**src/rtl/seq_pkg.sv**
```systemverilog
// Shared types and instruction layout for the sequence controller.
// Word layout, LSB first: channels, duration, wait_trig.
package seq_pkg;

   typedef enum logic [2:0] {
      S_IDLE      = 3'd0,
      S_PREFETCH  = 3'd1,
      S_ARMED     = 3'd2,
      S_RUN       = 3'd3,
      S_WAIT_TRIG = 3'd4,
      S_DONE      = 3'd5
   } state_t;

   localparam int CH_LSB       = 0;
   localparam int MIN_DURATION = 2;

   function automatic int dur_lsb(input int ch_w);
      return ch_w;
   endfunction

   function automatic int wt_bit(input int ch_w, input int dur_w);
      return ch_w + dur_w;
   endfunction

endpackage

```
**src/rtl/trig_sync.sv**
```systemverilog
// Trigger synchronizer: two metastability flops, then a registered
// rising-edge detector. Ports: aclk, aresetn, trig_in -> trig_edge.
module trig_sync (
   input  logic aclk,
   input  logic aresetn,
   input  logic trig_in,
   output logic trig_edge
);

   logic s1, s2, s3;

   always_ff @(posedge aclk or negedge aresetn) begin
      if (!aresetn) begin
         s1        <= 1'b0;
         s2        <= 1'b0;
         s3        <= 1'b0;
         trig_edge <= 1'b0;
      end else begin
         s1        <= trig_in;
         s2        <= s1;
         s3        <= s2;
         trig_edge <= s2 & ~s3;
      end
   end

endmodule

```
**src/rtl/sequence_controller.sv**
```systemverilog
// Plays a program of timed channel words read from an instruction memory.
// Ports: aclk/aresetn, arm/abort/sw_start/trig_in control, num_instr,
// mem_en/mem_addr/mem_rdata memory port, channels/enable/run_monitor/done.
module sequence_controller
   import seq_pkg::*;
#(
   parameter int ADDR_W = 12,
   parameter int CH_W   = 64,
   parameter int DUR_W  = 32
) (
   input  logic                      aclk,
   input  logic                      aresetn,
   input  logic                      arm,
   input  logic                      abort,
   input  logic                      sw_start,
   input  logic                      trig_in,
   input  logic [ADDR_W:0]           num_instr,
   output logic                      mem_en,
   output logic [ADDR_W-1:0]         mem_addr,
   input  logic [DUR_W+CH_W:0]       mem_rdata,
   output logic [CH_W-1:0]           channels,
   output logic                      enable,
   output logic                      run_monitor,
   output logic                      done
);

   localparam int IW = 1 + DUR_W + CH_W;
   localparam int DL = dur_lsb(CH_W);
   localparam int WT = wt_bit(CH_W, DUR_W);

   state_t            state;
   logic [IW-1:0]     pre, nxt;
   logic              rd_valid;
   logic [ADDR_W:0]   num_q, idx, nidx, fidx;
   logic [DUR_W-1:0]  cnt, hold, ndur;
   logic              trig_edge, go, expire, last, load;

   trig_sync u_sync (
      .aclk      (aclk),
      .aresetn   (aresetn),
      .trig_in   (trig_in),
      .trig_edge (trig_edge)
   );

   // Read data is used directly in the cycle it arrives, else the copy.
   assign nxt    = rd_valid ? mem_rdata : pre;
   assign ndur   = nxt[DL +: DUR_W];
   assign hold   = (ndur < DUR_W'(MIN_DURATION)) ?
                   DUR_W'(MIN_DURATION - 1) : ndur - 1'b1;
   assign go     = trig_edge | sw_start;
   assign expire = (cnt == '0);
   assign last   = (idx == num_q - 1'b1);
   assign nidx   = (state == S_ARMED) ? '0 : idx + 1'b1;
   assign fidx   = nidx + 1'b1;

   // The wait_trig bit of instruction 0 is never consulted: ARMED
   // always needs a start event anyway.
   always_comb begin
      load = 1'b0;
      case (state)
         S_ARMED, S_WAIT_TRIG: load = go;
         S_RUN:   load = expire && !last && !nxt[WT];
         default: load = 1'b0;
      endcase
   end

   assign enable      = (state == S_RUN) || (state == S_WAIT_TRIG);
   assign run_monitor = (state == S_PREFETCH) || (state == S_ARMED) ||
                        enable;

   always_ff @(posedge aclk or negedge aresetn) begin
      if (!aresetn) begin
         state    <= S_IDLE;
         pre      <= '0;
         rd_valid <= 1'b0;
         num_q    <= '0;
         idx      <= '0;
         cnt      <= '0;
         channels <= '0;
         done     <= 1'b0;
         mem_en   <= 1'b0;
         mem_addr <= '0;
      end else begin
         mem_en   <= 1'b0;
         rd_valid <= mem_en;
         if (rd_valid) pre <= mem_rdata;
         if (state == S_RUN && !expire) cnt <= cnt - 1'b1;

         if (abort) begin
            state    <= S_IDLE;
            channels <= '0;
         end else if (load) begin
            state    <= S_RUN;
            channels <= nxt[CH_LSB +: CH_W];
            cnt      <= hold;
            idx      <= nidx;
            // Prefetch the following word; fidx never exceeds 2^ADDR_W.
            if (fidx < num_q) begin
               mem_en   <= 1'b1;
               mem_addr <= fidx[ADDR_W-1:0];
            end
         end else begin
            case (state)
               S_IDLE, S_DONE: begin
                  if (arm) begin
                     if (num_instr == '0) begin
                        state <= S_DONE;
                        done  <= 1'b1;
                     end else begin
                        state    <= S_PREFETCH;
                        mem_en   <= 1'b1;
                        mem_addr <= '0;
                        num_q    <= num_instr;
                        done     <= 1'b0;
                     end
                  end
               end
               S_PREFETCH: state <= S_ARMED;
               S_RUN: begin
                  if (expire) begin
                     if (last) begin
                        state <= S_DONE;
                        done  <= 1'b1;
                     end else begin
                        state <= S_WAIT_TRIG;
                     end
                  end
               end
               default: ;
            endcase
         end
      end
   end

endmodule

```
**config.mk**
```make
export PLATFORM = sky130hd
export DESIGN_NAME = sequence_controller
export DESIGN_NICKNAME = d
export VERILOG_FILES = /design/src/rtl/seq_pkg.sv /design/src/rtl/trig_sync.sv /design/src/rtl/sequence_controller.sv
export SDC_FILE = /design/constraint.sdc
export NUM_CORES = 1
export LEC_CHECK = 0
export BUFFER_PORTS_ARGS = -buffer_cell sky130_fd_sc_hd__buf_2
export CORE_ASPECT_RATIO = 0.7
export CORE_MARGIN = 1
export CORE_UTILIZATION = 45
export CTS_BUF_LIST = sky130_fd_sc_hd__clkbuf_16
export DETAILED_ROUTE_END_ITERATION = 12
export PLACE_DENSITY = 0.66
export SYNTH_ARGS = -nofsm -noshare
export SYNTH_HDL_FRONTEND = slang
export SYNTH_SLANG_ARGS = --single-unit
```
**constraint.sdc**
```tcl
create_clock -name aclk -period 9.6 [get_ports aclk]
set_clock_uncertainty 0.05 [all_clocks]
set_input_delay 1.44 -clock aclk [delete_from_list [all_inputs] [get_ports aclk]]
set_output_delay 1.44 -clock aclk [all_outputs]
set_load 0.005 [all_outputs]
```
==> results.ini <==
[drt]
viasPerCell = 5.25
drc = 0
wirelength_microns = 28700
vias = 8685
ant_nets = 0
wl_per_cell_microns = 17.3
first_pass_iters = 5
drtIter0Drc = 590

[setup_path]
crit_arrival_ns = 5.29
reg2reg_to = mem_addr[8]
worstSetupPathType = reg -> reg
cp_max_fo = 13
r2r_slack_ns = 4.67
r2r_start = idx[0]
required_ns = 9.97
endpoint_kind = flip-flop
worst_setup_path_start_kind = flip-flop
r2r_cells = 12

[placement]
gp_congestion = 0.844
place_ws_ns = 4.76
place_area_sq_um = 13300
io_buffers = 195
hpwl_microns = 19700

[timing]
period_share = 0.513
worstMarginPinSlew_ns = 1.09
hold_viol = 0
fin_tns_setup_ns = 0
fmax_mhz = 203
fin_ws_ns = 4.67
grt_setup_unrepaired = no
setup_viol = 0
final.min_clock_period_ns = 4.93
slew_headroom = 0.276
slew_violations = 0

[power]
clkPwrFrac = 0.257
intPower_uw = 2570
irDropWorstVdd_uv = 163
powerDensity_nw_per_um2 = 273
leakage_uw = 0.00639
p_switching_uw = 1300
combPwrFrac = 0.326
seqPwrFrac = 0.417
swShare = 0.336

[logic_synthesis]
syn_avg_cell_area_sq_um = 11.0
synth_ff_type = dfrtp_1
synth_nets = 1234
syn_inst = 1100
yosys.area.top_type = dfrtp_1
synth_top_area_frac = 0.499
synthesis.area_sq_um = 12100
synthTopCellsByArea = dfrtp_1 50%, mux2_2 10%, mux2i_1 8.1%
synth_edf_count = 0
ys_seq_area_frac = 0.499
synthTopCellsByCount = 241 x dfrtp_1, 122 x nor2_1, 107 x mux2_2, 98 x mux2i_1, 58 x nand2_1
synthArstFlopShare = 1.00
synth_seq_cells = 241
ys_types = 66
synth.most_common_cell = dfrtp_1
yosys_warnings = 0

[clock_network]
worstSkewPairLatency_ns = 0.53
cts_setup_buffers = 0
cts_sinks = 241
clkTransAtPathRegs_ns = 0.06
root_buffer = clkbuf_16
cts.htree.levels = 1
cts_tree = built
cts_resized = 0
numCtsBuffers = 25
cts_hold_buf = 0
cts_max_path_buffers = 3

[flow_run]
cap_violations = 0

[die]
initial_core_util = 0.464
ios = 196
core.rowCount = 49
core_sq_um = 26100
die_y_microns = 139
chipWidth_microns = 198
die_area_sq_um = 27500

[worst_hold_path]
hold_path_depth = 0
hold_end = u_sync.s2
hold_path.class = reg -> reg
hold_start = u_sync.s1

[cells_and_area]
final_nets = 1406
final_util = 0.545
drive_gt1_frac = 0.282
area_delta_synth_final_pct = 17.4
fin_area_sq_um = 14200
num-fill-cells = 2339

[grt]
first_global_vias = 8783
grt_pass1_wl_microns = 47400
antenna_found_initial = 9
grt_usage = 0.214
grt_overflow = 0
grt_max_degree = 112

[outcome]
status = finished, final reports clean

[worst max path at each step]
stage	from	endpoint	slack (ns)
after global routing	idx[0]	mem_addr[8]	4.28
final	idx[0]	mem_addr[8]	4.67
after floorplan	rd_valid	cnt[30]	5.18
after CTS	idx[0]	mem_addr[8]	4.75
after global placement	num_q[0]	mem_addr[8]	4.85
after detailed placement	num_q[0]	mem_addr[8]	4.76
[per-stage QoR]
stage	hold slack, ns	cells	total power, uW
after global routing	0.302	1650	4130
after global placement	0.288	1602	2850
after detailed placement	0.287	1602	2890
after floorplan	0.281	1100	2520
final	0.300	1653	3870
after CTS	0.302	1647	3900
[cells in the final DEF, fill, tap and decap left out, drive strengths merged, types with 3 or more instances in the layout]
cell type	count
a21o	6
a21oi	17
and2	14
and3	3
buf	206
bufinv	4
clkbuf	25
clkinv	10
clkinvlp	3
dfrtp	241
diode	6
ha	18
inv	39
mux2	111
mux2i	98
nand2	58
nand2b	8
nand3	19
nand3b	3
nand4	17
nor2	123
nor2b	5
nor3	29
nor3b	15
nor4	21
o211ai	3
o21ai	32
o22ai	10
o41ai	3
or2	3
or3	9
or4	9
xnor2	57
xor2	37
[power groups by stage]
| stage | Combinational [uW] | Clock, uW | Sequential, uW |
|---|---|---|---|
| after detailed placement | 1260 | 0 | 1630 |
| final | 1260 | 993 | 1610 |
| after CTS | 1270 | 1020 | 1610 |
| after global placement | 1240 | 0 | 1620 |
| after global routing | 1410 | 1060 | 1660 |
| after floorplan | 978 | 0 | 1540 |
[final cells by class]
| type | instances | area [sq um] | area share |
|---|---|---|---|
| Tap cell | 357 | 447 | 0.0315 |
| Multi-Input combinational cell | 762 | 5660 | 0.399 |
| Clock inverter | 20 | 201 | 0.0142 |
| Timing Repair Buffer | 206 | 1070 | 0.0753 |
| Inverter | 36 | 135 | 0.00952 |
| Sequential cell | 241 | 6030 | 0.425 |
| Clock buffer | 25 | 626 | 0.0441 |
| Antenna cell | 6 | 15.0 | 0.00106 |
[cell families (layout without fill, tap and decap cells)]
family,Yosys count,after routing,share of synthesized area
and+or+nand+nor,342,342,0.140
DFF,241,241,0.499
muxes,209,209,0.185
AOI/OAI and AO/OA,99,99,0.0564
buffers and inverters,97,287,0.0329
xor gates and xnor gates,94,94,0.0681
adders and majority gates,18,18,0.0186
other,0,6,0
[flip-flops by register name, indices dropped and copies added (netlist names)]
signal / cells
rd_valid: 1
state: 3
num_q: 13
mem_en: 1
done: 1
pre: 97
cnt: 32
channels: 64
u_sync.s3: 1
u_sync.s2: 1
mem_addr: 12
u_sync.trig_edge: 1
u_sync.s1: 1
idx: 13
[critical path: stages (launching register included)]
cell,delay [ns]
dfrtp_1,0.53
ha_1,0.37
xnor2_1,0.14
nor4b_1,0.45
nor3b_1,0.38
o21ai_0,0.28
nor4_1,0.40
xor2_1,0.26
ha_1,0.29
a21o_1,0.16
a21oi_1,0.19
nand4_1,0.71
mux2_1,0.59
[per-layer routing]
layer	global-route usage	vias to the layer above	part of all wire
li1	-	4201	-
met1	0.323	4240	0.49
met4	0.0428	6	0.015
met5	0	-	0.0013
met2	0.298	201	0.41
met3	0.0703	37	0.082
(Power assumes the default switching activity.)
